## config.mk

```make
export PLATFORM = sky130hd
export DESIGN_NAME = imem_loader
export DESIGN_NICKNAME = d
export VERILOG_FILES = /design/src/rtl/imem_loader.sv
export SDC_FILE = /design/constraint.sdc
export NUM_CORES = 1
export LEC_CHECK = 0
export ABC_AREA = 1
export CORE_MARGIN = 5
export CORE_UTILIZATION = 55
export CTS_CLUSTER_DIAMETER = 100
export DETAILED_ROUTE_END_ITERATION = 10
export GPL_TIMING_DRIVEN = 0
export HOLD_SLACK_MARGIN = 0.06
export PLACE_DENSITY = 0.79
export SYNTH_ARGS = -nofsm -noshare
export SYNTH_HDL_FRONTEND = slang
export SYNTH_SLANG_ARGS = --single-unit
```

## constraint.sdc

```tcl
create_clock -name clk -period 1.95 [get_ports clk]
set_input_delay 0.195 -clock clk [delete_from_list [all_inputs] [get_ports clk]]
set_output_delay 0.195 -clock clk [all_outputs]
set_load 0.05 [all_outputs]
```

## src/rtl/imem_loader.sv

```systemverilog
// Boot-stream loader: receives a length-prefixed, XOR-checksummed byte stream and
// writes big-endian 32-bit words into instruction memory while holding the CPU.
module imem_loader #(
  parameter int DEPTH = 1024,
  parameter int AW    = 10
) (
  input  logic          clk,
  input  logic          rst,
  input  logic          start,
  input  logic [7:0]    byte_in,
  input  logic          byte_valid,
  output logic          byte_ready,
  output logic          mem_we,
  output logic [AW-1:0] mem_addr,
  output logic [31:0]   mem_wdata,
  output logic          busy,
  output logic          cpu_hold,
  output logic          done,
  output logic          err
);

  typedef enum logic [2:0] {
    IDLE,
    LEN_HI,
    LEN_LO,
    DATA,
    CHECK,
    FIN,
    FAIL
  } state_t;

  localparam logic [16:0] DEPTH_W = 17'(DEPTH);

  state_t        state_reg, state_next;
  logic [15:0]   len_reg, len_next;
  logic [15:0]   idx_reg, idx_next;
  logic [1:0]    cnt_reg, cnt_next;
  logic [23:0]   shift_reg, shift_next;
  logic [7:0]    csum_reg, csum_next;
  logic          we_reg, we_next;
  logic [AW-1:0] addr_reg, addr_next;
  logic [31:0]   wdata_reg, wdata_next;

  logic          xfer;
  logic [15:0]   len_full;
  logic          len_bad;

  assign byte_ready = (state_reg == LEN_HI) || (state_reg == LEN_LO) ||
                      (state_reg == DATA)   || (state_reg == CHECK);
  assign xfer       = byte_valid && byte_ready;
  assign len_full   = {len_reg[15:8], byte_in};
  assign len_bad    = (len_full == 16'd0) || ({1'b0, len_full} > DEPTH_W);

  always_comb begin
    state_next = state_reg;
    len_next   = len_reg;
    idx_next   = idx_reg;
    cnt_next   = cnt_reg;
    shift_next = shift_reg;
    csum_next  = csum_reg;
    we_next    = 1'b0;
    addr_next  = addr_reg;
    wdata_next = wdata_reg;

    case (state_reg)
      IDLE, FIN, FAIL: begin
        if (start) begin
          state_next = LEN_HI;
          len_next   = 16'd0;
          idx_next   = 16'd0;
          cnt_next   = 2'd0;
          csum_next  = 8'd0;
        end
      end
      LEN_HI: begin
        if (xfer) begin
          len_next[15:8] = byte_in;
          state_next     = LEN_LO;
        end
      end
      LEN_LO: begin
        if (xfer) begin
          len_next   = len_full;
          state_next = len_bad ? FAIL : DATA;
        end
      end
      DATA: begin
        if (xfer) begin
          csum_next  = csum_reg ^ byte_in;
          cnt_next   = cnt_reg + 2'd1;
          shift_next = {shift_reg[15:0], byte_in};
          // Fourth byte completes a word: the write strobe lands on the next cycle.
          if (cnt_reg == 2'd3) begin
            we_next    = 1'b1;
            addr_next  = idx_reg[AW-1:0];
            wdata_next = {shift_reg, byte_in};
            idx_next   = idx_reg + 16'd1;
            if (idx_reg == len_reg - 16'd1) begin
              state_next = CHECK;
            end
          end
        end
      end
      CHECK: begin
        if (xfer) begin
          state_next = (byte_in == csum_reg) ? FIN : FAIL;
        end
      end
      default: state_next = IDLE;
    endcase
  end

  always_ff @(posedge clk) begin
    if (rst) begin
      state_reg <= IDLE;
      len_reg   <= 16'd0;
      idx_reg   <= 16'd0;
      cnt_reg   <= 2'd0;
      shift_reg <= 24'd0;
      csum_reg  <= 8'd0;
      we_reg    <= 1'b0;
      addr_reg  <= '0;
      wdata_reg <= 32'd0;
    end else begin
      state_reg <= state_next;
      len_reg   <= len_next;
      idx_reg   <= idx_next;
      cnt_reg   <= cnt_next;
      shift_reg <= shift_next;
      csum_reg  <= csum_next;
      we_reg    <= we_next;
      addr_reg  <= addr_next;
      wdata_reg <= wdata_next;
    end
  end

  assign mem_we    = we_reg;
  assign mem_addr  = addr_reg;
  assign mem_wdata = wdata_reg;
  assign busy      = byte_ready;
  assign cpu_hold  = byte_ready;
  assign done      = (state_reg == FIN);
  assign err       = (state_reg == FAIL);

endmodule

```

==> metrics.txt, run 1 <==
initial antenna violation count=0; Fin Setup TNS=0 ns; DRT Pass-1 Iters=5; hold depth=2; Area after DPL=5902 sq um; CTS H-tree depth=3; Via Count=5153; crit path DAT=2.14 ns; number of standard cells in the final layout excluding fillers=923; Seq/Total Area, Yosys=43.31%; Peak VDD IR=1.209 mV; Max-cap violations=0; # hold bufs at CTS=0; worst hold path class=in -> reg; Reg2Reg Setup Slack=0.09 ns; Syn-to-layout area delta=22.74%; GR Overflow Total=0; Max Slew Vio Count=0; Placeable Area=9196 sq um; FP Rows=35; Seq. cell area=2267 sq um; Post-synth EDFFs=0; root buffer cell=clkbuf_8; drt via density=5.583; top-area cell type share of the netlist area=43.31%; top-count cell post-synth=nand2_1; GPL Wtd Cong=0.9083; outcome=finished, final reports clean; Fin Hold WS=0.2900 ns; DIE AREA=11450 sq um; largest net degree at the start of global routing=22; Placed Cells=895; post-synthesis instance area=5177 sq um; CP Launch Type=flip-flop; Tcrit/Tclk final=95.60%; most frequent cells after synthesis=nand2_1, dfxtp_1, nor2_1; fmax=536.4 MHz; Routed WL=13940 microns; clock tree from TritonCTS=built; first-pass GRT wire length=22150 microns; Syn Inst Count=726; number of CTS-inserted buffers=9; I/O pins=60; min-delay src=rst; Skew-Pair Late Insertion Delay=0.38 ns; Largest register FFs=32; critical path type=reg -> reg; # port buffers=58; CTS clk-pin slew, worst paths=0.11 ns; FF-to-FF Start=len_reg[2]; Yosys warnings=0; Worst R2R Path Depth=12; filler cell count=768; width of the die=107.0 microns; Net Count, Synth=741; Overall Global Routing Usage=23.63%; clock skew=0.02410 ns; die extent in y=107.0 microns; Netlist cell types=39; synthesized area per cell=7.131 sq um; # diodes=0; layout cells sized above 1=12.81%; Initial Utilization=56.30%; iteration-0 DRC count of the detailed router=413; Async S/R FF share, synth=0%; vias in the first global route=4782; Detail Route Antenna Nets=0; DRC=0; ys flop type=dfxtp_1; final hold violations=0; PD cells=1063 nW/um^2; unrepaired setup endpoints after global routing=true; fin nets=822; wire per inst=15.10 microns; synth top area cells=dfxtp_1, nand2_1, nor2_1; Leak=2.544 nW; worst setup path start=len_reg[2]; clk buf depth=2; crit path max fanout=6; CP required=2.23 ns; Synth area leader=dfxtp_1; post-route cell area=6355 sq um; Tightest Pin Transition=0.5884 ns; final setup violation count=0; FF+latch count, synth=112; Slew headroom=60.51%; fin crit period=1.864 ns; CTS Sinks=112; crit end category=flip-flop; multi-input logic area=2724 sq um; HPWL after DPL=10140 microns
## final timing paths
path | to
hold / removal | mem_we
setup / recovery | state_reg[1]
setup reg to reg | state_reg[1]
hold reg to reg | shift_reg[18]
## routing by layer
| layer | track usage (%) | share of wire [%] | routed length, microns |
|---|---|---|---|
| met2 | 38.78 | 47 | 6543 |
| met5 | 0 | 0 | 0 |
| met4 | 7.763 | 2.3 | 316 |
| met3 | 3.552 | 7.3 | 1013 |
| met1 | 31.87 | 44 | 6067 |
## cells by family after synthesis
family / after synthesis / synth area share [%]
compound gates: 141 / 14.62
simple gates: 356 / 29.70
buf+inv: 85 / 6.742
flops: 112 / 43.31
xor+xnor: 29 / 4.906
fa+ha+maj: 3 / 0.7251
## what timing repair did
action                                  4_1_cts  5_1_grt
setup buffers                                 6        8
endpoints found under the setup margin        8       60
cloned                                        0        0
pin swaps                                     6        9
gates resized for setup                      27       49
## placed cells by master (no fill, tap or decap), types with 7 or more instances in the layout
| cell | n |
|---|---|
| clkbuf_1 | 18 |
| nor2_2 | 9 |
| nand2_2 | 7 |
| clkbuf_8 | 9 |
| nor2_4 | 11 |
| dfxtp_1 | 102 |
| nand3_1 | 42 |
| nand2_1 | 157 |
| clkdlybuf4s50_1 | 53 |
| a21oi_1 | 74 |
| nor3_1 | 7 |
| buf_4 | 19 |
| xor2_1 | 23 |
| nand3b_1 | 10 |
| inv_1 | 44 |
| o21ai_0 | 47 |
| nor2_1 | 95 |
## power by group
part / internal (mW) / total, mW / leakage (nW) / switching, mW
Clock: 0.503 / 1.35 / 0.0979 / 0.852
Combinational: 1.00 / 2.80 / 1.54 / 1.80
Sequential: 2.43 / 2.59 / 0.910 / 0.163
## stage by stage
step | worst slack (ns) | total power, mW | utilization (%)
4_1_cts | 0.008313 | 6.469 | 66.88
5_1_grt | -0.05037 | 7.185 | 69.10
3_3_place_gp | -0.1826 | 5.048 | 64.18
3_5_place_dp | -0.2250 | 5.112 | 64.18
2_1_floorplan | 0.1680 | 4.544 | -
6_report | 0.08585 | 6.752 | 69.10
## area by class of cell
cell class	count	share of cell area (%)
buffer	29	2.166
clock buffer	9	1.949
clock inverter	7	1.122
inverter	54	3.386
multi-input combinational	529	42.86
sequential	112	35.68
tap	111	2.185
timing repair buffer	72	10.65
## worst max-delay path: stages (launching register included)
cell	delay, ns
dfxtp_4	0.38
nor2_4	0.18
nand2_4	0.10
nor2_4	0.18
nand2_1	0.08
nand3_1	0.11
nand3_2	0.10
nor3_4	0.23
nand2_2	0.11
nand2_4	0.09
nand3_1	0.09
nand2_1	0.09
nor2_1	0.05
No activity file was read; power rests on OpenSTA's default activity.
==> run 2, diff against run 1 <==
--- a/config.mk
+++ b/config.mk
@@ -6,9 +6,8 @@
 export NUM_CORES = 1
 export LEC_CHECK = 0
 export ABC_AREA = 1
-export CORE_MARGIN = 5
+export CORE_MARGIN = 10
 export CORE_UTILIZATION = 55
-export CTS_CLUSTER_DIAMETER = 100
 export DETAILED_ROUTE_END_ITERATION = 10
 export GPL_TIMING_DRIVEN = 0
 export HOLD_SLACK_MARGIN = 0.06
==> constraint.sdc (replaced) <==
create_clock -name clk -period 2.02 [get_ports clk]
set_input_delay 0.202 -clock clk [delete_from_list [all_inputs] [get_ports clk]]
set_output_delay 0.202 -clock clk [all_outputs]
set_load 0.05 [all_outputs]
==> metrics.txt, run 2 (same netlist as run 1, synthesis figures left out) <==
vias in the first global route=4776 (was 4782); Peak VDD IR=1.060 mV (was 1.209 mV); number of CTS-inserted buffers=9 (unchanged); Placeable Area=9196 sq um (unchanged); peak-usage layer in the global routing report=met2 (unchanged); CP Launch Type=flip-flop (unchanged); outcome=finished, final reports clean (unchanged); Crit-path slowest cell=clkdlybuf4s50_1 (was dfxtp_4); Max-cap violations=0 (unchanged); final hold violations=0 (unchanged); clock skew=0.01173 ns (was 0.02410 ns); crit path DAT=1.73 ns (was 2.14 ns); Initial Utilization=56.30% (unchanged); GR Overflow Total=0 (unchanged); fin nets=815 (was 822); HPWL after DPL=10240 microns (was 10140 microns); Via Count=5071 (was 5153); WP buf/inv=3 (was 0); WP depth=4 (was 12); hold depth=2 (unchanged); FF-to-FF Start=state_reg[2] (was len_reg[2]); most frequent cells in the layout=nand2_1, dfxtp_1, nor2_1, a21oi_1, clkdlybuf4s50_1 (unchanged); width of the die=117.0 microns (was 107.0 microns); CTS H-tree depth=3 (unchanged); Tcrit/Tclk final=95.53%; Max Slew Vio Count=0 (unchanged); initial antenna violation count=0 (unchanged); iteration-0 DRC count of the detailed router=496 (was 413); Syn-to-layout area delta=21.41% (was 22.74%); PD cells=1054 nW/um^2 (was 1063 nW/um^2); Worst path max stage delay=0.79 ns (was 0.38 ns); Overall Global Routing Usage=20.10% (was 23.63%); worst-path cell chain=inv_2 > nand3_1 > inv_1 > clkdlybuf4s50_1 (was nor2_4 > nand2_4 > nor2_4 > nand2_1 > nand3_1 > nand3_2 > nor3_4 > nand2_2 > nand2_4 > nand3_1 > nand2_1 > nor2_1); layout cells sized above 1=11.80% (was 12.81%); min-delay src=rst (unchanged); Worst R2R Path Depth=12 (unchanged); Leak=2.472 nW (was 2.544 nW); Reg2Reg Setup Slack=0.10 ns (was 0.09 ns); Tightest Pin Transition=0.6758 ns (was 0.5884 ns); multi-input logic area=2681 sq um (was 2724 sq um); number of standard cells in the final layout excluding fillers=916 (was 923); DIE AREA=13690 sq um (was 11450 sq um); crit end category=output pin (was flip-flop); wire per inst=15.16 microns (was 15.10 microns); largest net degree at the start of global routing=21 (was 22); Skew-Pair Late Insertion Delay=0.37 ns (was 0.38 ns); FP Rows=35 (unchanged); Hold Path End=mem_we (unchanged); reg2reg end=idx_reg[1] (was state_reg[1]); Largest register FFs=32 (unchanged); DRC=0 (unchanged); first-pass GRT wire length=22540 microns (was 22150 microns); clock tree from TritonCTS=built (unchanged); met1 Track Usage GR=25.91% (was 31.87%); met2 Use GR=33.41% (was 38.78%); crit path max fanout=5 (was 6); clk buf depth=2 (unchanged); delay-heaviest family, CP=buffers and inverters (was simple AND/OR/NAND/NOR gates); DRT Pass-1 Iters=7 (was 5); unrepaired setup endpoints after global routing=true (unchanged); I/O pins=60 (unchanged); Detail Route Antenna Nets=0 (unchanged); filler cell count=761 (was 768); fin crit period=1.930 ns; final core occ=68.35% (was 69.10%); drt via density=5.536 (was 5.583); fmax=518.2 MHz; final setup violation count=0 (unchanged); GPL Wtd Cong=0.8975 (was 0.9083); Slew headroom=54.94% (was 60.51%); worst hold path class=in -> reg (unchanged); most common cell after layout, fill and taps aside=nand2_1 (unchanged); # port buffers=58 (unchanged); CTS clk-pin slew, worst paths=0.11 ns (about the same); CP required=1.82 ns (was 2.23 ns); met3 Usage GRT=3.925% (was 3.552%); # diodes=0 (unchanged); CTS Sinks=112 (unchanged); critical path type=reg -> out (was reg -> reg); root buffer cell=clkbuf_8 (unchanged); Placed Cells=895 (unchanged); Routed WL=13890 microns (was 13940 microns); die extent in y=117.0 microns (was 107.0 microns); Seq. cell area=2265 sq um (was 2267 sq um)
run 2: cell count changes in the layout (fill, tap and decap cells not counted), sizes merged:
cell / previous run / this run
buf: 27 / 21
dlygate4sd2: 2 / 1
clkdlybuf4s50: 53 / 54
bufinv: 0 / 1
clkinvlp: 1 / 0
inv: 55 / 54
run 2: area by class of cell:
cell class	instances	share of cell area (%)
multi-input cells	529	42.66
flip-flops and latches	112	36.03
repair buffers	66	9.972
inverters	54	3.463
well taps	111	2.209
clock buffers	10	2.189
plain buffers	28	2.110
clock inverters	6	1.373
run 2: timing repair:
| action | CTS | global route |
|---|---|---|
| hold buffers | 0 | 0 |
| resized for setup | 18 | 46 |
| setup endpoints to repair | 7 | 54 |
| cloned | 0 | 0 |
| buffers inserted | 2 | 6 |
| pin swaps | 1 | 9 |
run 2: stage by stage:
step	worst slack, ns	hold slack (ns)	power, mW	TNS, ns	area (sq um)
2_1_floorplan	0.06079	0.3051	4.381	0	5177
3_3_place_gp	-0.1306	0.4532	4.867	-0.3265	5897
3_5_place_dp	-0.1662	0.4624	4.951	-0.5314	5897
4_1_cts	0.02227	0.2879	6.362	0	6141
5_1_grt	-0.02065	0.3030	7.058	-0.04152	6286
6_report	0.09026	0.2950	6.623	0	6286
run 2: worst max path at each step:
stage	slack, ns	from	to
after global routing	-0.02	state_reg[2]	idx_reg[4]
after CTS	0.02	len_reg[6]	state_reg[2]
after detailed placement	-0.17	state_reg[1]	cpu_hold
after floorplan	0.06	state_reg[0]	idx_reg[4]
final	0.09	state_reg[1]	done
after global placement	-0.13	state_reg[1]	cpu_hold
run 2: report_power, final:
part | total (mW) | switching, mW | internal, mW
registers | 2.50 | 0.159 | 2.34
clock network | 1.45 | 0.805 | 0.640
logic | 2.68 | 1.72 | 0.961
total | 6.62 | 2.68 | 3.94
run 2: layer usage:
layer  up-vias  wire, microns
met3        23           1066
met5         -              0
met2       198           6409
met1      2348           6144
li1       2502              -
met4         0            265
==> run 3, diff against run 2 <==
--- a/config.mk
+++ b/config.mk
@@ -6,6 +6,7 @@
 export NUM_CORES = 1
 export LEC_CHECK = 0
 export ABC_AREA = 1
+export ABC_CLOCK_PERIOD_IN_PS = 2020
 export CORE_MARGIN = 10
 export CORE_UTILIZATION = 55
 export DETAILED_ROUTE_END_ITERATION = 10
==> results of run 3 <==
No change in the layout: final DEF, timing and power equal those of run 2.
